**src/rtl/maj_vote_seq_if.sv**
```systemverilog
// Vote-in / result-out stream bundle for maj_vote_seq.
// master drives votes and consumes results; slave is the voter.
interface maj_vote_seq_if #(
    parameter int unsigned WIDTH = 16
);
    logic             in_valid;
    logic             in_ready;
    logic [WIDTH-1:0] in_data;
    logic             out_valid;
    logic             out_ready;
    logic [WIDTH-1:0] out_data;
    logic [WIDTH-1:0] out_mask;

    modport master (
        output in_valid, in_data, out_ready,
        input  in_ready, out_valid, out_data, out_mask
    );

    modport slave (
        input  in_valid, in_data, out_ready,
        output in_ready, out_valid, out_data, out_mask
    );
endinterface

```
**src/rtl/maj_vote_seq.sv**
```systemverilog
// Sequential bitwise majority voter: accumulates NVOTES words per frame and
// holds one majority/disagreement result until the consumer takes it.
module maj_vote_seq #(
    parameter int unsigned WIDTH  = 16,
    parameter int unsigned NVOTES = 9,
    parameter int unsigned THRESH = 5
) (
    input  logic          clk,
    input  logic          rst_n,
    input  logic          clear,
    maj_vote_seq_if.slave bus
);
    localparam int unsigned CW = $clog2(NVOTES + 1);
    localparam int unsigned IW = (NVOTES > 1) ? $clog2(NVOTES) : 1;
    localparam logic [CW-1:0] THR  = CW'(THRESH);
    localparam logic [CW-1:0] ALL  = CW'(NVOTES);
    localparam logic [IW-1:0] LAST = IW'(NVOTES - 1);

    typedef enum logic {COLLECT, HOLD} state_t;

    state_t           state, state_nx;
    logic [CW-1:0]    cnt    [WIDTH];
    logic [CW-1:0]    cnt_nx [WIDTH];
    logic [IW-1:0]    idx;
    logic [WIDTH-1:0] data_q, mask_q, data_nx, mask_nx;
    logic             accept, last, drain;

    assign bus.in_ready  = (state == COLLECT) && !clear;
    assign bus.out_valid = (state == HOLD);
    assign bus.out_data  = data_q;
    assign bus.out_mask  = mask_q;

    always_comb begin
        accept   = bus.in_valid && bus.in_ready;
        last     = accept && (idx == LAST);
        drain    = (state == HOLD) && bus.out_ready;
        state_nx = state;
        if (clear)
            state_nx = COLLECT;
        else if (last)
            state_nx = HOLD;
        else if (drain)
            state_nx = COLLECT;
    end

    always_ff @(posedge clk or negedge rst_n) begin
        if (!rst_n)
            state <= COLLECT;
        else
            state <= state_nx;
    end

    // Result is decided from the counts including the word being accepted.
    always_comb begin
        data_nx = '0;
        mask_nx = '0;
        for (int unsigned b = 0; b < WIDTH; b++) begin
            cnt_nx[b]  = cnt[b] + CW'(bus.in_data[b]);
            data_nx[b] = (cnt_nx[b] >= THR);
            mask_nx[b] = (cnt_nx[b] != '0) && (cnt_nx[b] != ALL);
        end
    end

    always_ff @(posedge clk or negedge rst_n) begin
        if (!rst_n) begin
            for (int unsigned b = 0; b < WIDTH; b++) cnt[b] <= '0;
            idx    <= '0;
            data_q <= '0;
            mask_q <= '0;
        end else if (clear) begin
            for (int unsigned b = 0; b < WIDTH; b++) cnt[b] <= '0;
            idx    <= '0;
            data_q <= '0;
            mask_q <= '0;
        end else if (accept) begin
            for (int unsigned b = 0; b < WIDTH; b++) cnt[b] <= cnt_nx[b];
            idx <= idx + IW'(1);
            if (last) begin
                data_q <= data_nx;
                mask_q <= mask_nx;
            end
        end else if (drain) begin
            for (int unsigned b = 0; b < WIDTH; b++) cnt[b] <= '0;
            idx <= '0;
        end
    end
endmodule

```
**src/flat_wrapper.sv**
```systemverilog
// flat-port wrapper written by rule: the top's interface ports become plain ports
module maj_vote_seq_flat 
#(
    parameter int unsigned WIDTH  = 16,
    parameter int unsigned NVOTES = 9,
    parameter int unsigned THRESH = 5
)
  (clk, rst_n, clear, bus_in_valid, bus_in_data, bus_out_ready, bus_in_ready, bus_out_valid, bus_out_data, bus_out_mask);
  maj_vote_seq_if #(.WIDTH(WIDTH)) bus_i ();
  input  logic clk;
  input  logic rst_n;
  input  logic clear;
  input wire logic [$bits(bus_i.in_valid)-1:0] bus_in_valid;
  input wire logic [$bits(bus_i.in_data)-1:0] bus_in_data;
  input wire logic [$bits(bus_i.out_ready)-1:0] bus_out_ready;
  output wire logic [$bits(bus_i.in_ready)-1:0] bus_in_ready;
  output wire logic [$bits(bus_i.out_valid)-1:0] bus_out_valid;
  output wire logic [$bits(bus_i.out_data)-1:0] bus_out_data;
  output wire logic [$bits(bus_i.out_mask)-1:0] bus_out_mask;
  assign bus_i.in_valid = bus_in_valid;
  assign bus_i.in_data = bus_in_data;
  assign bus_i.out_ready = bus_out_ready;
  assign bus_in_ready = bus_i.in_ready;
  assign bus_out_valid = bus_i.out_valid;
  assign bus_out_data = bus_i.out_data;
  assign bus_out_mask = bus_i.out_mask;
  maj_vote_seq #(.WIDTH(WIDTH), .NVOTES(NVOTES), .THRESH(THRESH)) u_core (.clk(clk), .rst_n(rst_n), .clear(clear), .bus(bus_i));
endmodule
```
**config.mk**
```make
export PLATFORM = sky130hd
export DESIGN_NAME = maj_vote_seq_flat
export DESIGN_NICKNAME = d
export VERILOG_FILES = /design/src/rtl/maj_vote_seq_if.sv /design/src/rtl/maj_vote_seq.sv /design/src/flat_wrapper.sv
export SDC_FILE = /design/constraint.sdc
export NUM_CORES = 1
export LEC_CHECK = 0
export CAP_MARGIN = 15
export CELL_PAD_IN_SITES_DETAIL_PLACEMENT = 2
export CELL_PAD_IN_SITES_GLOBAL_PLACEMENT = 2
export CORE_ASPECT_RATIO = 1.4
export CORE_MARGIN = 3
export CORE_UTILIZATION = 40
export CTS_CLUSTER_SIZE = 12
export DETAILED_ROUTE_END_ITERATION = 8
export HOLD_SLACK_MARGIN = 0.03
export PLACE_DENSITY_LB_ADDON = 0.25
export SLEW_MARGIN = 20
export SYNTH_ARGS = -nofsm -noshare
export SYNTH_HDL_FRONTEND = slang
export SYNTH_SLANG_ARGS = --single-unit
```
**constraint.sdc**
```tcl
create_clock -name clk -period 2.9 [get_ports clk]
set_clock_uncertainty 0.2 [all_clocks]
set_input_delay 0.435 -clock clk [delete_from_list [all_inputs] [get_ports clk]]
set_output_delay 0.435 -clock clk [all_outputs]
set_load 0.05 [all_outputs]
```
==> impl_metrics.csv <==
group,metric,value,unit
timing,relSlewSlack,47.0,%
die,rows,48,
timing,min_period_over_period,81.3,%
timing,setup_viol,0,
drt,ant_nets,0,
layout,final_area,6060,um^2
power,ir_drop,0.270,mV
yosys,synthCells,476,
drt,drt_iter0_drc,144,
worst_setup_path,crit_required,2960,ps
layout,synthToLayoutAreaGrowth,19.1,%
timing,rsz0062_at_grt,"no",
worst_setup_path,worstSetupPathType,"in2reg",
global_routing,grt.total_usage,21.1,%
worst_setup_path,crit_buf_inv,1,
layout,drive_above_1_share,5.45,%
worst_setup_path,crit_arrival,2420,ps
yosys,synth_area,5090,um^2
drt,vias,3872,
die,start_util,41.1,%
placed_design,hpwl,9.02,mm
clocking,cts_tree,"done",
timing,tns,0,ps
layout,antenna_cells,0,
clocking,clock-sinks,101,
timing,clock.fmax,424,MHz
clocking,clockRootBuffer,"clkbuf_16",
global_routing,grt_pass1_wl,23.8,mm
power,power.density,501,nW/um^2
clocking,clk_path_buf_depth,2,
yosys,synth_cell_type_count,24,
die,die-area,14100,um^2
worst_setup_path,crit_fanout,66,
clocking,htree_levels,3,
die,fp.dieH,139,um
worst_setup_path,r2r_slack,590,ps
placed_design,port_buffers,54,
drt,drc,0,
power,p_leak,3.02,nW
global_routing,grt_pass1_vias,4550,
die,dieWidth,101,um
yosys,seq_area_frac_synth,49.7,%
worst_setup_path,crit_path_frequent_cell,"o21ai_0",
placed_design,gp_congestion,0.782,
timing,fin_crit,2360,ps
yosys,avgSynthCellArea,10.7,um^2
clocking,path_clk_slew,70,ps
min_path,hold_path_class,"reg2reg",
placed_design,placement.cell_area,5770,um^2
worst_setup_path,crit_family,"compound AO/OA/AOI/OAI gates",
clocking,clk_latency,340,ps
clocking,cts_made_buffers,9,
global_routing,antenna_found_initial,0,
yosys,ys_ff_latch,101,
clocking,cts_resized,0,
drt,drt_pass1_iterations,4,
status,outcome,"complete, no violations",
drt,wl_per_cell,20.5,um
global_routing,grt_max_degree,67,
yosys,synth_fp_nets,531,
worst_setup_path,max_stage_delay,670,ps
global_routing,overflow,0,
worst_setup_path,cp-start-kind,"input port",
drt,avgViaCountPerCell,5.68,
timing,finalHoldViolCount,0,
run,maxCapViolations,0,
timing,slew_violations,0,
layout,nets,582,
drt,finalWirelength,14.0,mm
die,coreArea,12400,um^2
worst_setup_path,critPathCaptureType,"register",
worst_setup_path,worstPathCellList,"clkdlybuf4s50_1 -> a21oi_1 -> and2_4 -> o21ai_0 -> o21ai_0",
timing,worstMarginPinSlew,794,ps
yosys,ys_warn_count,0,
die,io_pins,55,
worst_setup_path,critical-path-slowest-cell,"and2_4",
-- routing by layer --
layer / vias to the layer above / wire, um / share of wire (%) / track usage [%]
li1: 1787 / - / - / -
met1: 2031 / 5840 / 42 / 26.5
met2: 44 / 7720 / 55 / 37.8
met3: 10 / 289 / 2.1 / 2.56
met4: 0 / 146 / 1.0 / 5.53
met5: - / 0 / 0 / 0
-- report_power, final --
group | switching (W) | internal (W)
combinational | 0.000223 | 0.000167
sequential | 0.0000350 | 0.00145
clock | 0.000535 | 0.000626
-- cell families after synthesis --
logic type                 count (synthesis)  synth area share [%]
AOI/OAI and AO/OA                        155                  19.5
DFF                                      101                  49.7
and+or+nand+nor                           95                  8.22
xor gates and xnor gates                  64                  11.0
adders and majority gates                 34                  8.36
buffers and inverters                     25                  2.83
muxes                                      2                 0.394
-- repair_timing --
action,4_1_cts,5_1_grt
setup buffers,0,0
hold buffers,1,0
hold endpoints to repair,30,0
-- cells in the mapped netlist --
master     number  area, um^2
mux2i_1         2        20.0
nand3_1        16        80.1
o2bb2ai_1       9        78.8
nor2_1         26        97.6
and2_4          1        8.76
a21o_1         23         173
nand4_1         1        6.26
xor2_1         41         359
clkbuf_1       13        48.8
xnor2_1        23         201
a22o_1         33         289
nand2b_1        1        6.26
nand2_1        37         139
inv_1           2        7.51
a21oi_1        24         120
ha_1           34         425
buf_2           4        20.0
nand2b_4        1        13.8
dfrtp_1       101        2530
o21ai_0        66         330
or3b_1          1        8.76
nor3_1         10        50.1
or4_1           1        7.51
buf_6           6        67.6
-- state kept, by name, indices dropped and copies added, names as in the netlist --
| name | count |
|---|---|
| u_core.bus.out_data | 16 |
| u_core.bus.out_mask | 16 |
| u_core.bus.out_valid | 1 |
| u_core.cnt | 64 |
| u_core.idx | 4 |
-- layout make-up --
class	instances	area, um^2
clock inverter	4	22.5
timing repair buffer	63	631
sequential	101	2530
fill	1263	6310
multi-input combinational	350	2420
clock buffer	12	256
tap	150	188
inverter	2	7.51
-- final timing paths --
kind | from | endpoint | cells after the start
max | clear | u_core.cnt[10]$_DFFE_PN0P_ | 5
min | u_core.bus.out_data[11]$_DFFE_PN0P_ | u_core.bus.out_data[11]$_DFFE_PN0P_ | 1
max reg2reg | u_core.idx[0]$_DFFE_PN0P_ | u_core.bus.out_mask[14]$_DFFE_PN0P_ | 7
min reg2reg | u_core.bus.out_data[11]$_DFFE_PN0P_ | u_core.bus.out_data[11]$_DFFE_PN0P_ | 1
max in group asynchronous | rst_n | u_core.cnt[43]$_DFFE_PN0P_ | 3
min in group asynchronous | rst_n | u_core.cnt[55]$_DFFE_PN0P_ | 2
-- metrics by stage --
step	power (W)	util [%]	worst slack (ps)	hold slack [ps]	instances
after floorplan	0.00175	-	891	-60.6	476
after global placement	0.00187	46.6	399	213	665
after detailed placement	0.00190	46.6	256	216	665
after CTS	0.00308	49.0	565	286	682
after global routing	0.00319	49.0	405	309	682
final	0.00304	49.0	542	280	682
-- layout by cell type (no fill, tap or decap), types with 10 or more instances in the layout --
master / instances
o21ai_0: 66
nor3_1: 10
nand2_1: 37
clkdlybuf4s50_1: 52
a21o_1: 23
nor2_1: 24
a21oi_1: 24
nand3_1: 16
xnor2_1: 23
xor2_1: 41
dfrtp_1: 101
ha_1: 34
a22o_1: 33
(Power assumes the default switching activity.)
==> variant 1, RTL diff (same flow settings) <==
`WIDTH` is set to 16 in 3 places; all go to 64.
--- a/src/rtl/maj_vote_seq_if.sv
+++ b/src/rtl/maj_vote_seq_if.sv
@@ -1,7 +1,7 @@
 // Vote-in / result-out stream bundle for maj_vote_seq.
 // master drives votes and consumes results; slave is the voter.
 interface maj_vote_seq_if #(
-    parameter int unsigned WIDTH = 16
+    parameter int unsigned WIDTH = 64
 );
     logic             in_valid;
     logic             in_ready;
--- a/src/rtl/maj_vote_seq.sv
+++ b/src/rtl/maj_vote_seq.sv
@@ -1,7 +1,7 @@
 // Sequential bitwise majority voter: accumulates NVOTES words per frame and
 // holds one majority/disagreement result until the consumer takes it.
 module maj_vote_seq #(
-    parameter int unsigned WIDTH  = 16,
+    parameter int unsigned WIDTH  = 64,
     parameter int unsigned NVOTES = 9,
     parameter int unsigned THRESH = 5
 ) (
--- a/src/flat_wrapper.sv
+++ b/src/flat_wrapper.sv
@@ -1,7 +1,7 @@
 // flat-port wrapper written by rule: the top's interface ports become plain ports
 module maj_vote_seq_flat 
 #(
-    parameter int unsigned WIDTH  = 16,
+    parameter int unsigned WIDTH  = 64,
     parameter int unsigned NVOTES = 9,
     parameter int unsigned THRESH = 5
 )
Interface: changed (resized bus_in_data, bus_out_data and bus_out_mask); port bits go from 55 to 199. The function was not compared with the original's and may differ.
==> variant 1 against the unedited design <==
Setup slack got worse by 0.094 ns; final cell count rose to 3.9 times the old value; synthesized cell count rose to 3.8 times the old value; die area rose to 3.6 times the old value; design area rose to 3.9 times the old value; fmax fell by 3.8%; power rose to 4.0 times the old value; combinational power rose to 3.4 times the old value; critical path type is now reg2out; global-route usage rose by 2.5 points; sequential cell count rose by 288; sequential power rose to 3.8 times the old value; wire length rose to 4.3 times the old value; first-iteration DRC count rose to 3.6 times the old value; area after synthesis rose to 3.8 times the old value.
==> variant 1: results (changes against the unedited design) <==
metric	value	unit	change
Post-synth top cells	389 x dfrtp_1, 230 x o21ai_0, 185 x xor2_1		
CTS buffer count	43		+34
post-synth cell types	31		+29%
Crit path arrival time	1.82	ns	-0.60 ns
Layout Cells excl Fill	2642		+290%
Psw	3.115	mW	+290%
Area contributors post-synth	dfrtp_1 50%, ha_1 8.4%, xor2_1 8.4%, a22o_1 6.1%, o21ai_0 5.9%		
Leakage	11.20	nW	+270%
Worst Hold Class	in2async		
combinational power share	0.108		-0.020
Net count, final	2184		+280%
I/O Buffers	198		+270%
dpl cell area	22150	sq um	+280%
share of cells above drive strength 1	0.05952		+0.005013
mux contribution to synthesized area	0.001034		-0.002903
Longest Clk Path Bufs	3		+1
Post-Synth Adder-Cell Area	0.08397		+0.0003331
Synth Area in XOR/XNOR	0.1158		+0.005546
register area share after synthesis	0.5026		+0.005627
vias in the first global route	17510		+280%
Syn Nets	1999		+280%
Skew-Pair Late Insertion Delay	0.54	ns	+0.20 ns
critical path's top delay family	buffers and inverters		
Compound-Gate Fraction of Synth Area	0.1943		-0.0005313
DR iter-0 viols	522		+260%
Clock Power	5.34	mW	+360%
Final Wtd Congestion	0.7754		-0.83%
status	completed		
## variant 1: cell count changes after synthesis, moves of 49 or more
| cell | delta |
|---|---|
| a31oi_1 | +49 |
| xor2_1 | +144 |
| a22o_1 | +103 |
| ha_1 | +96 |
| nand2_1 | +104 |
| o21ai_0 | +164 |
| dfrtp_1 | +288 |
## variant 1: stage by stage
step | utilization | worst slack [ns]
3_3_place_gp | 0.4674 | 0.4677
2_1_floorplan | - | 0.8243
3_5_place_dp | 0.4674 | 0.2899
5_1_grt | 0.4963 | 0.3826
6_report | 0.4963 | 0.4485
4_1_cts | 0.4962 | 0.4080
## variant 1: final cells by class
cell class | instances | area (sq um)
fill | 4735 | 23880
clock inverter | 7 | 37.54
timing repair buffer | 237 | 2480
clock buffer | 69 | 1316
multi-input combinational | 1311 | 9158
inverter | 3 | 11.26
sequential | 389 | 9734
tap | 624 | 780.7
antenna | 2 | 5.005
## variant 1: path summary, 6_finish.rpt
path / to / from / slack [ns] / cells after the start
hold reg to reg: u_core.bus.out_data[15] / u_core.bus.out_data[15] / 0.28 / 1
hold / removal: u_core.cnt[240] / rst_n / 0.25 / 2
setup / recovery: bus_out_valid / u_core.bus.out_valid / 0.45 / 1
setup reg to reg: u_core.bus.out_data[15] / u_core.idx[0] / 0.76 / 7
max in group asynchronous: u_core.bus.out_mask[47] / rst_n / 1.44 / 3
min in group clk: u_core.bus.out_data[15] / u_core.bus.out_data[15] / 0.28 / 1
## variant 1: routing by layer
layer,share of wire,global-route usage,up-vias
met4,0.027,0.07033,4
met1,0.43,0.2971,7913
li1,-,-,6859
met3,0.031,0.03180,93
met2,0.51,0.4235,237
met5,0.00037,0,-
## variant 1: timing repair
action,CTS,global route
hold endpoints to repair,43,0
setup endpoints to repair,0,0
hold buffers,1,0
==> variant 2, RTL diff (config.mk and constraints unchanged) <==
Made on the original files. Make the reset (`rst_n`) synchronous in 2 clocked blocks.
--- a/src/rtl/maj_vote_seq.sv
+++ b/src/rtl/maj_vote_seq.sv
@@ -43,7 +43,7 @@
             state_nx = COLLECT;
     end
 
-    always_ff @(posedge clk or negedge rst_n) begin
+    always_ff @(posedge clk) begin
         if (!rst_n)
             state <= COLLECT;
         else
@@ -61,7 +61,7 @@
         end
     end
 
-    always_ff @(posedge clk or negedge rst_n) begin
+    always_ff @(posedge clk) begin
         if (!rst_n) begin
             for (int unsigned b = 0; b < WIDTH; b++) cnt[b] <= '0;
             idx    <= '0;
Formal check against the unedited RTL: differs if rst_n is asserted again (counterexample within 10 cycles, from zero or initial values and one cycle with rst_n low); with rst_n held inactive, the same outputs for 10 cycles.
==> variant 2 against the unedited design <==
Non-clock buffer count rose by 5; first-iteration DRC count down 12%; die area decreased by 3.0%; area after synthesis shrank 3.2%; design area fell by 1.4%; setup slack gained 0.023 ns; wire length is 1.3% higher; utilization grew 1.1 points; final cell count is 4.4% higher; power down 1.1%; global-route usage is 1.1 points higher; sequential cell count did not move; register-to-register slack improved by 0.37 ns; via count rose by 5.7%.
==> variant 2: results (changes against the unedited design) <==
metric	value	unit	change
Placed Cells	696		+4.7%
status	completed		
Most used DFF post-synth	dfxtp_1		
met2 routed WL	7800	microns	+1.1%
DR iter-0 viols	127		-12%
worst reg2reg path endpoint	u_core.cnt[6][2]		
HPWL after DPL	9461	microns	+4.9%
Multi-input gate area	2507	sq um	+3.4%
inverters	4		+2
R2R setup slack	0.96	ns	+0.37 ns
synthesized area per cell	9.752	sq um	-8.7%
dpl cell area	5664	sq um	-1.8%
Hold Path Stages	2		+1
combinational power share	0.086		-0.042
vias in the first global route	4560		+0.22%
first-pass GRT wire length	23890	microns	+0.26%
Post-synth top cells	73 x dfxtp_1, 51 x nor2_1, 41 x xor2_1		
hold_ws	0.2723	ns	-0.008141 ns
Via density	5.747		+1.2%
fill cell count	1259		-0.32%
Critical path origin	u_core.bus.out_valid		
Final Wtd Congestion	0.7704		-1.5%
post-synth cell types	45		+88%
Seq pwr share	0.501		+0.012
Worst Max-Slew Pin Slew	0.5339	ns	-0.2599 ns
share of cells above drive strength 1	0.06018		+0.005666
Async SR Flop Fraction	0		-1.000
Non-clock buffers	68		+7.9%
crit path time final	2.334	ns	-0.02347 ns
buffer share of cell area	0.1098		+0.005696
die width	99.78	microns	-1.5%
hold path start	u_core.cnt[0][0]		
Leakage	2.366	nW	-22%
dpl ws	0.4181	ns	+0.1616 ns
Multi-input comb cells	376		+7.4%
register area share after synthesis	0.4675		-0.02945
P_int	2.286	mW	+2.0%
reg2reg path depth	5		-2
Syn Nets	560		+5.5%
Net count, final	615		+5.7%
Area contributors post-synth	dfxtp_1 30%, edfxtp_1 17%, ha_1 8.6%, xor2_1 7.3%, nor2_1 3.9%		
Worst path slowest cell	clkdlybuf4s50_1		
Post-synth EDFFs	28		+28
hold path endpoint	u_core.cnt[0][0]		
Met3 Wirelength	373	microns	+29%
Clock-cell share	0.05134		+0.005276
synth-to-layout area growth	21.24	%	
DRT met1 WL	5758	microns	-1.4%
Layout Cells excl Fill	712		+4.4%
clock buffer count	13		+1
==> variant 2: cell count changes after synthesis, moves of 19 or more <==
cell      change
o21ai_0      -29
dfrtp_1     -101
nor2_1       +25
edfxtp_1     +28
dfxtp_1      +73
a22o_1       -26
a21o_1       -19
==> variant 2: cells by family after synthesis <==
group,Yosys count,share of synthesized area
adder cells (fa/ha/maj),34,0.08638
flip-flops,101,0.4675
AO/OA/AOI/OAI,144,0.1834
XOR/XNOR,50,0.08892
buffers and inverters,28,0.02388
AND/OR/NAND/NOR,148,0.1499
==> variant 2: worst register-to-register path: stages, from the launching register on <==
cell,delay (ns)
dfxtp_1,0.48
nand2_1,0.24
nand2_1,0.25
nor2_1,0.12
inv_2,0.13
buf_12,0.20
==> variant 2: layer usage <==
metal / GRT usage / up-vias
met5: 0 / -
met3: 0.03850 / 21
li1: - / 1957
met4: 0.07062 / 0
met2: 0.4232 / 69
met1: 0.2475 / 2045
